[config.mk]
export PLATFORM = sky130hd
export DESIGN_NAME = serial_adder_nbit
export DESIGN_NICKNAME = d
export VERILOG_FILES = /design/src/rtl/serial_adder_pkg.sv /design/src/rtl/adder_nbit.sv /design/src/rtl/serial_adder_nbit.sv
export SDC_FILE = /design/constraint.sdc
export NUM_CORES = 1
export LEC_CHECK = 0
export BUFFER_PORTS_ARGS = -buffer_cell sky130_fd_sc_hd__buf_4
export CORE_MARGIN = 8
export CORE_UTILIZATION = 35
export DETAILED_ROUTE_END_ITERATION = 10
export GPL_TIMING_DRIVEN = 1
export PLACE_DENSITY = 0.59
export SLEW_MARGIN = 5
export SYNTH_ARGS = -nofsm -noshare
export SYNTH_HDL_FRONTEND = slang
export SYNTH_HIERARCHICAL = 1
export SYNTH_SLANG_ARGS = --single-unit
[constraint.sdc]
create_clock -name clk -period 7.1 [get_ports clk]
set_input_delay 0 -clock clk [delete_from_list [all_inputs] [get_ports clk]]
set_output_delay 0 -clock clk [all_outputs]
set_load 0.02 [all_outputs]
[src/rtl/serial_adder_pkg.sv]
// Shared types and helpers for the chunked serial adder.
package serial_adder_pkg;

    typedef enum logic [1:0] {
        IDLE = 2'd0,
        ADD  = 2'd1,
        DONE = 2'd2
    } state_t;

    function automatic int num_chunks(input int bit_width, input int chunk_width);
        return bit_width / chunk_width;
    endfunction

endpackage

[src/rtl/adder_nbit.sv]
// Combinational unsigned adder; overflow is the carry-out of the MSB.
module adder_nbit #(
    parameter int BIT_WIDTH = 4
) (
    input  logic [BIT_WIDTH-1:0] a,
    input  logic [BIT_WIDTH-1:0] b,
    input  logic                 carry_in,
    output logic [BIT_WIDTH-1:0] sum,
    output logic                 overflow
);

    always_comb begin
        {overflow, sum} = {1'b0, a} + {1'b0, b} + {{BIT_WIDTH{1'b0}}, carry_in};
    end

endmodule

[src/rtl/serial_adder_nbit.sv]
// Multi-cycle unsigned adder: CHUNK_WIDTH bits per clock, carry held between chunks,
// optional accumulate into the registered sum.
//
// state | meaning
// IDLE  | waiting for start; sum/overflow hold the last result
// ADD   | one chunk added per cycle, busy high
// DONE  | one-cycle done pulse; start here chains the next operation
module serial_adder_nbit
    import serial_adder_pkg::*;
#(
    parameter int BIT_WIDTH   = 16,
    parameter int CHUNK_WIDTH = 4
) (
    input  logic                 clk,
    input  logic                 rst,
    input  logic                 start,
    input  logic                 accumulate,
    input  logic [BIT_WIDTH-1:0] a,
    input  logic [BIT_WIDTH-1:0] b,
    input  logic                 carry_in,
    output logic                 busy,
    output logic                 done,
    output logic [BIT_WIDTH-1:0] sum,
    output logic                 overflow
);

    localparam int NUM_CHUNKS = num_chunks(BIT_WIDTH, CHUNK_WIDTH);
    localparam int IDX_W      = (NUM_CHUNKS > 1) ? $clog2(NUM_CHUNKS) : 1;
    localparam logic [IDX_W-1:0] LAST_IDX = IDX_W'(NUM_CHUNKS - 1);

    if ((CHUNK_WIDTH <= 0) || (BIT_WIDTH % CHUNK_WIDTH != 0)) begin : g_width_check
        $fatal(1, "serial_adder_nbit: BIT_WIDTH must be a multiple of CHUNK_WIDTH");
    end

    state_t                 state;
    logic [BIT_WIDTH-1:0]   op_a;
    logic [BIT_WIDTH-1:0]   op_b;
    logic [BIT_WIDTH-1:0]   work;
    logic [BIT_WIDTH-1:0]   work_next;
    logic                   carry;
    logic [IDX_W-1:0]       idx;
    logic [CHUNK_WIDTH-1:0] chunk_a;
    logic [CHUNK_WIDTH-1:0] chunk_b;
    logic [CHUNK_WIDTH-1:0] chunk_sum;
    logic                   chunk_cout;

    always_comb begin
        chunk_a   = op_a[int'(idx) * CHUNK_WIDTH +: CHUNK_WIDTH];
        chunk_b   = op_b[int'(idx) * CHUNK_WIDTH +: CHUNK_WIDTH];
        work_next = work;
        work_next[int'(idx) * CHUNK_WIDTH +: CHUNK_WIDTH] = chunk_sum;
    end

    adder_nbit #(
        .BIT_WIDTH (CHUNK_WIDTH)
    ) u_chunk_adder (
        .a        (chunk_a),
        .b        (chunk_b),
        .carry_in (carry),
        .sum      (chunk_sum),
        .overflow (chunk_cout)
    );

    always_ff @(posedge clk) begin
        if (rst) begin
            state    <= IDLE;
            sum      <= '0;
            overflow <= 1'b0;
            busy     <= 1'b0;
            done     <= 1'b0;
            carry    <= 1'b0;
            idx      <= '0;
            work     <= '0;
            op_a     <= '0;
            op_b     <= '0;
        end else begin
            case (state)
                IDLE, DONE: begin
                    done <= 1'b0;
                    if (start) begin
                        // accumulate reads the registered sum, which DONE has already updated
                        op_a  <= accumulate ? sum : a;
                        op_b  <= b;
                        carry <= carry_in;
                        idx   <= '0;
                        work  <= '0;
                        busy  <= 1'b1;
                        state <= ADD;
                    end else begin
                        state <= IDLE;
                    end
                end
                ADD: begin
                    work  <= work_next;
                    carry <= chunk_cout;
                    if (idx == LAST_IDX) begin
                        sum      <= work_next;
                        overflow <= chunk_cout;
                        idx      <= '0;
                        busy     <= 1'b0;
                        done     <= 1'b1;
                        state    <= DONE;
                    end else begin
                        idx <= idx + IDX_W'(1);
                    end
                end
                default: begin
                    busy  <= 1'b0;
                    done  <= 1'b0;
                    state <= IDLE;
                end
            endcase
        end
    end

    a_done_pulse: assert property (@(posedge clk) disable iff (rst) done |=> !done);
    a_sum_stable: assert property (@(posedge clk) disable iff (rst) busy |-> $stable(sum));
    a_busy_done:  assert property (@(posedge clk) disable iff (rst) !(busy && done));

endmodule
==> flow_summary.json <==
{
  "core_mm2": 0.00920,
  "hold_start": "a[14]",
  "grt_overflow": 0,
  "netlist_instances": 346,
  "startpoint_type": "register",
  "netlist.area_leader.share_pct": 43.9,
  "seq_area_mm2": 0.00144,
  "row_count": 35,
  "slew_headroom_pct": 25.1,
  "yosysWarningCount": 6,
  "synthDistinctLibCells": 34,
  "synth.cell_area_mm2": 0.00329,
  "setup_violations": 0,
  "crit_type": "reg2reg",
  "yosysMostFrequentCell": "dfxtp_1",
  "slew_violations": 0,
  "timing.hold.ws_ns": 0.00406,
  "critPathRequiredTime_ns": 7.38,
  "first_pass_iters": 4,
  "cp_slowest_cell": "dfxtp_1",
  "grt_pass1_wl_mm": 14.8,
  "numPortBuffers": 55,
  "maxCapViolations": 0,
  "cts_sinks": 72,
  "clk_latency_ns": 0.35,
  "grt_max_degree": 63,
  "antenna_found_initial": 0,
  "tns_ns": 0,
  "syn_to_final_growth_pct": 25.4,
  "crit_fanout": 18,
  "ios": 56,
  "stdcell_count": 522,
  "gp_congestion": 0.846,
  "hold_violations": 0,
  "dpl.hpwl_mm": 6.26,
  "rsz0062_at_grt": "false",
  "synthTopCellsByArea": "dfxtp_1, a211oi_1, mux4_2",
  "tightest_slew_ns": 1.12,
  "rr_endpoint": "sum[5]$_SDFFE_PP0P_",
  "r2r-start": "idx[0]$_SDFFE_PP0P_",
  "fp.dieW_um": 113,
  "fillCellCount": 891,
  "synth_ff_type": "dfxtp_1",
  "peakVddDrop_mv": 0.103,
  "hold-path-cell-count": 3,
  "hold_class": "in2reg",
  "postCtsSetupRepairBufs": 0,
  "finClkSkew_ns": 0.0121,
  "postSynthAreaPerCell_um2": 9.50,
  "finalCritPeriodShare_pct": 46.6,
  "clockRootBuffer": "clkbuf_8",
  "routedWlPerCell_um": 17.3,
  "initial_utilization_pct": 35.7,
  "cts_max_path_buffers": 2,
  "final_net_count": 454,
  "numCtsBuffers": 9,
  "power.density_mw_per_mm2": 212,
  "synth_seq_cells": 72,
  "fin_crit_ns": 3.31,
  "power.leakage_nw": 1.65,
  "h-tree-depth": 3,
  "cts_tree": "done",
  "antenna_cells": 0,
  "multiInputGateArea_mm2": 0.00171,
  "cp_slowest_stage_delay_ns": 0.85,
  "drt_iter0_drc": 184,
  "wirelength_mm": 9.02,
  "viasPerCell": 5.28,
  "min_to": "op_a[14]$_SDFFE_PP0P_",
  "vias": 2758,
  "dieArea_mm2": 0.0127,
  "rr_worst_depth": 8,
  "synth-edff-count": 0,
  "die_height_um": 113,
  "clkTransAtPathRegs_ns": 0.08,
  "status": "finished clean",
  "yosys-top-cells-count": "dfxtp_1, nor2_1, nand2_1",
  "syn_nets": 394,
  "max_freq_ghz": 0.302,
  "r2r_slack_ns": 3.79,
  "ys_async_sr_fraction_pct": 0,
  "drive_gt1_share_pct": 20.4,
  "cp_data_arrival_time_ns": 3.58,
  "cp_cell_sequence": "mux4_2 -> fa_1 -> inv_1 -> fa_1 -> inv_1 -> nor3b_1 -> a221oi_1 -> nor3_1",
  "grt_use_total_pct": 14.7,
  "ant_nets": 0,
  "yosysSeqAreaShare_pct": 43.9,
  "end_kind": "register",
  "post-place-cells": 487,
  "yosysTopAreaCell": "dfxtp_1",
  "grt_pass1_vias": 2773,
  "route.detailed.drc": 0
}
-- cells in the final DEF (no fill, tap or decap), drive strengths merged --
| cell | netlist | final |
|---|---|---|
| a211oi | 26 | 26 |
| a21o | 1 | 1 |
| a21oi | 24 | 24 |
| a221oi | 9 | 9 |
| a22o | 12 | 12 |
| a311oi | 1 | 1 |
| a31oi | 5 | 5 |
| and3 | 1 | 1 |
| and3b | 3 | 3 |
| buf | 6 | 55 |
| clkbuf | 19 | 12 |
| clkinv | 0 | 1 |
| clkinvlp | 0 | 3 |
| dfxtp | 72 | 72 |
| dlygate4sd3 | 0 | 19 |
| fa | 2 | 2 |
| ha | 9 | 9 |
| inv | 10 | 10 |
| mux2i | 16 | 16 |
| mux4 | 8 | 8 |
| nand2 | 37 | 37 |
| nand2b | 2 | 2 |
| nand3 | 4 | 4 |
| nand3b | 1 | 1 |
| nand4b | 4 | 4 |
| nor2 | 41 | 41 |
| nor2b | 7 | 7 |
| nor3 | 9 | 9 |
| nor3b | 3 | 3 |
| nor4b | 4 | 4 |
| o21ai | 6 | 6 |
| or2b | 1 | 1 |
| or3b | 1 | 1 |
| xnor2 | 2 | 2 |
-- metrics by stage --
step	setup slack [ns]	area [um2]	power [W]	util [%]
floorplan	4.22	3290	0.000524	-
global placement	3.86	3740	0.000564	40.6
detailed placement	3.80	3740	0.000565	40.6
CTS	3.78	4120	0.000879	44.8
global route	3.51	4120	0.000916	44.8
finish	3.79	4120	0.000873	44.8
-- state kept, by name, summed over array words and instances (netlist names) --
name,count
done,1
state,2
busy,1
op_b,16
sum,16
overflow,1
carry,1
op_a,16
work,16
idx,2
-- kinds of logic (layout without fill, tap and decap cells) --
family	Yosys count	count (layout)	share of synthesized area, %
DFF	72	72	43.9
and+or+nand+nor	118	118	18.5
buffers and inverters	35	100	4.42
xor gates and xnor gates	2	2	0.533
adders and majority gates	11	11	4.65
muxes	24	24	10.4
AOI/OAI and AO/OA	84	84	17.7
-- how the worst max path moves through the flow --
| stage | slack [ns] | end | startpoint | cells after the start |
|---|---|---|---|---|
| 6_report | 3.79 | sum[5]$_SDFFE_PP0P_ | idx[0]$_SDFFE_PP0P_ | 8 |
| 3_5_place_dp | 3.80 | sum[5]$_SDFFE_PP0P_ | idx[0]$_SDFFE_PP0P_ | 8 |
| 2_1_floorplan | 4.22 | sum[5]$_SDFFE_PP0P_ | idx[0]$_SDFFE_PP0P_ | 9 |
| 3_3_place_gp | 3.86 | sum[13]$_SDFFE_PP0P_ | idx[0]$_SDFFE_PP0P_ | 8 |
| 5_1_grt | 3.51 | sum[5]$_SDFFE_PP0P_ | idx[0]$_SDFFE_PP0P_ | 8 |
| 4_1_cts | 3.78 | sum[5]$_SDFFE_PP0P_ | idx[0]$_SDFFE_PP0P_ | 8 |
-- worst max-delay path, delay by kind of cell (launching register included) --
kind                     cells  cell delay (ns)
AO/OA/AOI/OAI                1             0.13
buffers and inverters        2             0.24
multiplexers                 1             0.62
flip-flops                   1             0.85
adder cells (fa/ha/maj)      2             0.86
AND/OR/NAND/NOR              2             0.54
-- layer usage --
layer,GRT usage [%],part of all wire (%),up-vias
met5,0,0,-
met4,5.77,2.2,0
met3,4.31,6.5,12
met2,22.7,47,73
met1,18.8,44,1299
li1,-,-,1374
-- power breakdown --
part | internal, W | switching, W
Combinational | 0.0000582 | 0.0000700
Clock | 0.000155 | 0.000154
Sequential | 0.000420 | 0.0000153
-- what timing repair did --
item	4_1_cts	5_1_grt
hold buffers	19	0
resized for setup	0	0
hold endpoints to repair	19	0
-- final cells by class --
cell class / count / area share (%)
multi-input cells: 239 / 41.4
well taps: 111 / 3.37
clock inverters: 4 / 0.668
clock buffers: 12 / 4.01
flip-flops and latches: 72 / 35.0
repair buffers: 74 / 14.6
inverters: 10 / 0.911
No activity file was read; power rests on OpenSTA's default activity.
